[src/rtl/vga_pkg.sv]
// Shared constants, colour/state types and the fixed palette for the VGA scanout path.
package vga_pkg;

   localparam logic [9:0] H_ACTIVE = 10'd640;
   localparam logic [8:0] V_ACTIVE = 9'd480;

   typedef struct packed {
      logic [3:0] r;
      logic [3:0] g;
      logic [3:0] b;
   } rgb_t;

   typedef enum logic [1:0] {IDLE, PEND, ACK} swap_state_t;

   // BattleZone monochrome ramp: green intensity equals the pixel index.
   localparam rgb_t PALETTE [16] = '{
      12'h000, 12'h010, 12'h020, 12'h030, 12'h040, 12'h050, 12'h060, 12'h070,
      12'h080, 12'h090, 12'h0A0, 12'h0B0, 12'h0C0, 12'h0D0, 12'h0E0, 12'h0F0
   };

endpackage

[src/rtl/swap_ctrl.sv]
// Double-buffer select: grants a writer's swap request only at the start of vertical sync.
module swap_ctrl
   import vga_pkg::*;
(
   input  logic clk,
   input  logic rst_l,
   input  logic pix_ce,
   input  logic vsync_in,
   input  logic swap_req,
   output logic swap_ack,
   output logic disp_buf
);

   swap_state_t state_q, state_d;
   logic        vs_prev_q;
   logic        disp_q, disp_d;
   logic        vs_fall;

   // Previous sample resets low so a reset inside the sync pulse cannot fake an edge.
   assign vs_fall  = pix_ce & ~vsync_in & vs_prev_q;
   assign disp_buf = disp_q;

   always_ff @(posedge clk or negedge rst_l) begin
      if (!rst_l) begin
         state_q   <= IDLE;
         vs_prev_q <= 1'b0;
         disp_q    <= 1'b0;
      end else begin
         state_q <= state_d;
         disp_q  <= disp_d;
         if (pix_ce) vs_prev_q <= vsync_in;
      end
   end

   always_comb begin
      state_d  = state_q;
      disp_d   = disp_q;
      swap_ack = 1'b0;
      case (state_q)
         IDLE: if (swap_req) state_d = PEND;
         PEND: begin
            if (!swap_req) state_d = IDLE;
            else if (vs_fall) begin
               disp_d  = ~disp_q;
               state_d = ACK;
            end
         end
         ACK: begin
            swap_ack = 1'b1;
            if (!swap_req) state_d = IDLE;
         end
         default: state_d = IDLE;
      endcase
   end

endmodule

[src/rtl/vga_scanout.sv]
// Pixel scanout: (row, col) -> framebuffer read, palette lookup to registered RGB,
// pixel-aligned sync delay, and the double-buffer select owned by swap_ctrl.
module vga_scanout
   import vga_pkg::*;
#(
   parameter int RD_LAT = 2,
   parameter int PIX_W  = 4
) (
   input  logic             clk,
   input  logic             rst_l,
   input  logic             pix_ce,
   input  logic [8:0]       row_in,
   input  logic [9:0]       col_in,
   input  logic             active_in,
   input  logic             hsync_in,
   input  logic             vsync_in,
   output logic [18:0]      fb_addr,
   output logic             fb_sel,
   output logic             fb_rd_en,
   input  logic [PIX_W-1:0] fb_rdata,
   input  logic             swap_req,
   output logic             swap_ack,
   output logic             disp_buf,
   output logic [3:0]       vgaRed,
   output logic [3:0]       vgaGreen,
   output logic [3:0]       vgaBlue,
   output logic             Hsync,
   output logic             Vsync
);

   logic [18:0]      addr_q, addr_d;
   logic             sel_q;
   logic             vld_a_q, vld_d;
   logic             rd_en_q;
   logic [RD_LAT-1:0] rd_dly_q;
   logic             rd_cap;
   logic [PIX_W-1:0] pix_q, pix_nx;
   rgb_t             rgb_q, rgb_d;
   logic [1:0]       hs_q, vs_q;

   swap_ctrl u_swap (
      .clk      (clk),
      .rst_l    (rst_l),
      .pix_ce   (pix_ce),
      .vsync_in (vsync_in),
      .swap_req (swap_req),
      .swap_ack (swap_ack),
      .disp_buf (disp_buf)
   );

   // row*640 + col as shifts; the largest legal input stays well inside 19 bits.
   assign addr_d = ({10'd0, row_in} << 9) + ({10'd0, row_in} << 7) + {9'd0, col_in};
   assign vld_d  = active_in & (row_in < V_ACTIVE) & (col_in < H_ACTIVE);
   assign rd_cap = rd_dly_q[RD_LAT-1];

   // When the minimum pix_ce spacing lands the capture on the stage-B edge, use the live data.
   assign pix_nx = rd_cap ? fb_rdata : pix_q;

   always_comb begin
      rgb_d = '0;
      if (vld_a_q) rgb_d = PALETTE[pix_nx];
   end

   always_ff @(posedge clk or negedge rst_l) begin
      if (!rst_l) begin
         addr_q   <= '0;
         sel_q    <= 1'b0;
         vld_a_q  <= 1'b0;
         rd_en_q  <= 1'b0;
         rd_dly_q <= '0;
         pix_q    <= '0;
         rgb_q    <= '0;
         hs_q     <= 2'b11;
         vs_q     <= 2'b11;
      end else begin
         rd_en_q  <= pix_ce & vld_d;
         rd_dly_q <= RD_LAT'({rd_dly_q, rd_en_q});
         if (rd_cap) pix_q <= fb_rdata;
         if (pix_ce) begin
            addr_q  <= addr_d;
            sel_q   <= disp_buf;
            vld_a_q <= vld_d;
            rgb_q   <= rgb_d;
            hs_q    <= {hs_q[0], hsync_in};
            vs_q    <= {vs_q[0], vsync_in};
         end
      end
   end

   assign fb_addr  = addr_q;
   assign fb_sel   = sel_q;
   assign fb_rd_en = rd_en_q;
   assign vgaRed   = rgb_q.r;
   assign vgaGreen = rgb_q.g;
   assign vgaBlue  = rgb_q.b;
   assign Hsync    = hs_q[1];
   assign Vsync    = vs_q[1];

endmodule

[config.mk]
export PLATFORM = sky130hd
export DESIGN_NAME = vga_scanout
export DESIGN_NICKNAME = d
export VERILOG_FILES = /design/src/rtl/vga_pkg.sv /design/src/rtl/swap_ctrl.sv /design/src/rtl/vga_scanout.sv
export SDC_FILE = /design/constraint.sdc
export NUM_CORES = 1
export LEC_CHECK = 0
export ABC_CLOCK_PERIOD_IN_PS = 1290
export BUFFER_PORTS_ARGS = -buffer_cell sky130_fd_sc_hd__buf_4
export CAP_MARGIN = 20
export CORE_UTILIZATION = 34
export CTS_CLUSTER_SIZE = 24
export DETAILED_ROUTE_END_ITERATION = 8
export PLACE_DENSITY = 0.55
export SETUP_SLACK_MARGIN = 0.05
export SKIP_CTS_REPAIR_TIMING = 1
export SYNTH_ARGS = -nofsm -noshare
export SYNTH_HDL_FRONTEND = slang
export SYNTH_SLANG_ARGS = --single-unit
[constraint.sdc]
create_clock -name clk -period 1.29 [get_ports clk]
set_clock_uncertainty 0.1 [all_clocks]
set_input_delay 0.258 -clock clk [delete_from_list [all_inputs] [get_ports clk]]
set_output_delay 0.258 -clock clk [all_outputs]
set_load 0.05 [all_outputs]
==> flow_summary.yaml, run 1 <==
timing:
  setup_viol: 13
  holdWs_ns: 0.104
  hold_viol_final: 0
  setup_ws_ns: -0.823
  fin_crit_sh_pct: 164
  fin_setup_tns_ns: -6.26
  fmax_ghz: 0.473
  post-route-min-period_ns: 2.11
  rsz0062_at_grt: "true"
  drv_slew: 0
floorplanning:
  die_h_microns: 80.7
  io-pin-count: 67
  initial_core_util_pct: 35.3
  core_area_sq_um: 5960
  die_w_microns: 80.7
  die_area_sq_um: 6510
  placementRows: 28
worst_setup_path:
  cp_slowest_cell: "fa_2"
  critPathBufInv: 2
  rrSetupSlack_ns: 0.11
  crit_top_cell: "fa_2"
  slowest_delay_ns: 0.59
  endpoint_kind: "flop"
  timing.rr.end: "vgaGreen[2]"
  path_max_fanout: 4
  critPathLaunchType: "input port"
  crit_path_cell_trace: "buf_8, inv_8, fa_2, fa_2, nor2b_4, o31a_1, o41ai_2, xnor2_1, mux2_4"
  required_ns: 1.36
  crit_type: "in -> reg"
  cp.arrival_ns: 2.18
  crit_family: "adder cells"
  r2r_start: "rd_dly_q[1]"
  r2r_cells: 3
  crit_start: "col_in[9]"
power_and_ir_drop:
  ir_worst_vdd_mv: 0.839
  power_density_nw_per_um2: 1340
  p_leak_nw: 1.56
  p_total_mw: 4.28
run_status:
  violations: "negative setup slack"
  status: "finished, violations left"
yosys:
  synth_top_flop_cell: "dfrtp_1"
  syn_area_per_cell_sq_um: 11.6
  syn_area_sq_um: 2100
  ys_warn_count: 0
  synthCells: 182
  yosysSeqAreaShare_pct: 47.8
  synth-edff-count: 0
  synth_cell_types: 36
  ys_ff_latch: 40
  ys_async_sr_fraction_pct: 100
min_path:
  hold_path_startpoint: "swap_req"
  hold_class: "in -> reg"
  min_to: "u_swap.state_q[1]"
  hold_depth: 2
detailed_routing:
  ant_nets: 0
  vias_per_cell: 4.68
  vias: 1651
  drtIter0Drc: 31
  wl_mm: 4.38
  avgRoutedWirePerCell_microns: 12.4
  dr.pass1.iters: 4
  drc: 0
clocking:
  clkTransAtPathRegs_ns: 0.07
  cts_inserted_buffers: 5
  htree_levels: 2
  cts_tree: "yes"
  cts_sinks: 40
  clockBufferDepth: 2
  ctsRootBufferMaster: "clkbuf_8"
  clk_latency_ns: 0.28
grt:
  grt_overflow: 0
  antenna_found_initial: 0
  grt_pass1_wl_mm: 7.27
  track_usage_pct: 14.5
  grt_max_degree: 41
  grt_pass1_vias: 1650
layout:
  syn_to_final_growth_pct: 52.0
  layout_common_cells: "60 x buf_4, 36 x dfrtp_1, 27 x buf_6"
  fillers: 569
  layout.cells.most_common: "buf_4"
  drive_gt1_share_pct: 52.9
  num_antenna_cells: 0
  nets: 326
  post-route-util_pct: 53.7
place:
  io_buffer_count: 58
  place_congestion: 0.798
  hpwl_mm: 3.45
flow_run:
  drv_cap: 0
## power by group
group	total (mW)	switching, mW	internal, mW
sequential	1.61	0.143	1.47
clock	0.827	0.401	0.426
combinational	1.85	1.05	0.803
total	4.28	1.59	2.69
## per-stage QoR
step                      instances  setup slack (ns)  area [sq um]
after floorplan                 189            -0.928          2180
after global placement          340             -1.13          2850
after detailed placement        340             -1.16          2850
after CTS                       348            -0.862          2940
after global routing            353            -0.900          3200
final                           353            -0.823          3200
## logic make-up after synthesis
kind of cell    count (synthesis)  share of synthesized area [%]
simple gates                   28                           7.43
xor+xnor                        4                           1.66
compound gates                 41                           13.4
fa+ha+maj                      19                           12.0
flops                          40                           47.8
mux                            20                           10.9
other cells                     1                          0.178
buf+inv                        29                           6.60
## how the worst max path moves through the flow
| stage | slack (ns) | endpoint | cells after the start |
|---|---|---|---|
| after floorplan | -0.93 | fb_addr[15] | 9 |
| after CTS | -0.86 | fb_addr[16] | 9 |
| after global placement | -1.13 | fb_addr[16] | 9 |
| after detailed placement | -1.16 | fb_addr[16] | 9 |
| final | -0.82 | fb_addr[16] | 9 |
| after global routing | -0.90 | fb_addr[16] | 9 |
## cells in the mapped netlist, drive strengths merged, types with 2 or more instances
cell type  number  area [sq um]
and3b           2          17.5
o21a            4          30.0
dfrtp          36           901
nor2            4          15.0
o31a            2          17.5
ha             17           213
o21ai          14          70.1
buf             8          60.1
mux2           20           229
nand2           7          26.3
nor2b           3          26.3
nor3            2          10.0
nand3           6          30.0
dfstp           4           105
fa              2          40.0
xnor2           3          26.3
o2bb2ai         3          26.3
a211oi          4          30.0
a21oi           2          10.0
clkbuf          4          15.0
inv            16          60.1
a21o            7          52.6
## state kept, by name (all words and copies together) (netlist names)
| name | cells |
|---|---|
| u_swap.vs_prev_q | 1 |
| rd_dly_q | 2 |
| fb_rd_en | 1 |
| pix_q | 4 |
| vs_q | 2 |
| vld_a_q | 1 |
| fb_sel | 1 |
| u_swap.disp_buf | 1 |
| hs_q | 2 |
| u_swap.state_q | 2 |
| fb_addr | 19 |
| vgaGreen | 4 |
## layer usage
layer,wire length (microns),GRT usage [%],up-vias
li1,-,-,816
met1,1950,18.3,785
met2,2070,23.5,50
met3,355,5.23,0
met4,0,3.21,0
met5,0,0,-
## layout make-up
type,count,area (sq um),share of cell area (%)
multi-input cells,120,1090,34.2
inverters,17,73.8,2.31
flip-flops and latches,40,1010,31.5
clock inverters,2,10.0,0.313
clock buffers,6,82.6,2.58
well taps,75,93.8,2.93
repair buffers,93,840,26.3
Note: power is estimated with default switching activity, not from simulation.
==> inputs of run 2 (changes only) <==
--- a/config.mk
+++ b/config.mk
@@ -11,7 +11,7 @@
 export CORE_UTILIZATION = 34
 export CTS_CLUSTER_SIZE = 24
 export DETAILED_ROUTE_END_ITERATION = 8
-export PLACE_DENSITY = 0.55
+export PLACE_DENSITY = 0.64
 export SETUP_SLACK_MARGIN = 0.05
 export SKIP_CTS_REPAIR_TIMING = 1
 export SYNTH_ARGS = -nofsm -noshare
==> flow_summary.yaml, run 2 (same netlist as run 1, synthesis figures left out) <==
run_status:
  status: "finished, violations left"
  violations: "negative setup slack"
floorplanning:
  core_area_sq_um: 5960
  io-pin-count: 67
  placementRows: 28
  die_h_microns: 80.7
  initial_core_util_pct: 35.3
  die_w_microns: 80.7
  die_area_sq_um: 6510
worst_setup_path:
  endpoint_kind: "flop"
  rrSetupSlack_ns: 0.12
  cp.arrival_ns: 2.19
  required_ns: 1.36
  crit_type: "in -> reg"
  critPathLaunchType: "input port"
  path_max_fanout: 4
power_and_ir_drop:
  power_density_nw_per_um2: 1350
  p_leak_nw: 1.56
  ir_worst_vdd_mv: 0.919
timing:
  hold_viol_final: 0
  setup_ws_ns: -0.824
  rsz0062_at_grt: "true"
  holdWs_ns: 0.102
  fin_crit_sh_pct: 164
  setup_viol: 13
  post-route-min-period_ns: 2.11
  relSlewSlack_pct: 66.0
  drv_slew: 0
  tightest_slew_ns: 0.509
  fmax_ghz: 0.473
layout:
  layout_common_cells: "63 x buf_4, 36 x dfrtp_1, 26 x buf_6"
  syn_to_final_growth_pct: 51.8
  drive_gt1_share_pct: 53.0
  num_antenna_cells: 0
  layout.cells.most_common: "buf_4"
  nets: 327
  post-route-util_pct: 53.7
  largest_reg_flops: 19
  stdcell_area_sq_um: 3200
grt:
  grt_use_met1_pct: 18.8
  grt_max_degree: 41
  met2_usage_pct: 24.2
  grt_pass1_wl_mm: 7.20
  grt_pass1_vias: 1643
  met3_usage_pct: 3.75
  grt.busiest_layer: "met2"
  antenna_found_initial: 0
  track_usage_pct: 14.5
  grt_overflow: 0
clocking:
  clkTransAtPathRegs_ns: 0.07
  cts_sinks: 40
  htree_levels: 2
  cts_tree: "yes"
  ctsRootBufferMaster: "clkbuf_8"
  clockBufferDepth: 2
  clk_latency_ns: 0.28
  cts_inserted_buffers: 5
place:
  postPlaceCellArea_sq_um: 2860
  hpwl_mm: 3.42
  place_congestion: 0.803
  io_buffer_count: 58
min_path:
  hold_class: "in -> reg"
detailed_routing:
  avgRoutedWirePerCell_microns: 12.5
  ant_nets: 0
  drc: 0
  vias_per_cell: 4.72
  dr.pass1.iters: 4
  drtIter0Drc: 21
  wl_mm: 4.43
  vias: 1671
flow_run:
  drv_cap: 0
run 2: cell count changes in the layout (fill, tap and decap cells not counted):
cell     delta
buf_4       +3
buf_8       -2
buf_12      +1
buf_6       -1
mux2_2      +1
mux2_4      -1
o21ai_0     -1
o21ai_1     +1
run 2: report_power, final:
| group | internal [mW] | total, mW | switching, mW |
|---|---|---|---|
| clock network | 0.426 | 0.830 | 0.404 |
| logic | 0.830 | 1.89 | 1.06 |
| registers | 1.47 | 1.61 | 0.143 |
run 2: cell type report:
class                           instances  area, sq um
Sequential cell                        40         1010
Clock buffer                            6         82.6
Multi-Input combinational cell        120         1090
Inverter                               17         73.8
Timing Repair Buffer                   94          841
Fill cell                             555         2760
Clock inverter                          2         10.0
Tap cell                               75         93.8
run 2: critical path: stages:
cell     delay [ns]
buf_8          0.08
inv_8          0.03
fa_2           0.59
fa_2           0.24
nor2b_4        0.05
o31a_1         0.30
o41ai_2        0.29
xnor2_1        0.10
mux2_4         0.26
run 2: per-layer routing:
layer	up-vias	routed length, microns
met5	-	0
met4	0	8
met3	2	276
met2	56	2150
met1	796	1990
li1	817	-
run 2: through the flow:
step | instances | power (mW) | TNS, ns | setup WS [ns]
after CTS | 348 | 4.15 | -6.70 | -0.870
after global routing | 354 | 4.57 | -6.73 | -0.907
after floorplan | 189 | 2.70 | -6.89 | -0.928
after global placement | 340 | 3.25 | -9.28 | -1.14
after detailed placement | 340 | 3.29 | -9.58 | -1.17
final | 354 | 4.33 | -5.90 | -0.824
run 2: worst paths after layout:
kind                                   from           endpoint  cells past startpoint
max in group asynchronous             rst_l            hs_q[1]                      2
min in group asynchronous             rst_l        fb_addr[16]                      2
worst min register to register  rd_dly_q[0]        rd_dly_q[1]                      0
worst min-delay path               swap_req  u_swap.state_q[1]                      2
worst max register to register  rd_dly_q[1]        vgaGreen[2]                      3
worst max-delay path              col_in[9]        fb_addr[16]                      9
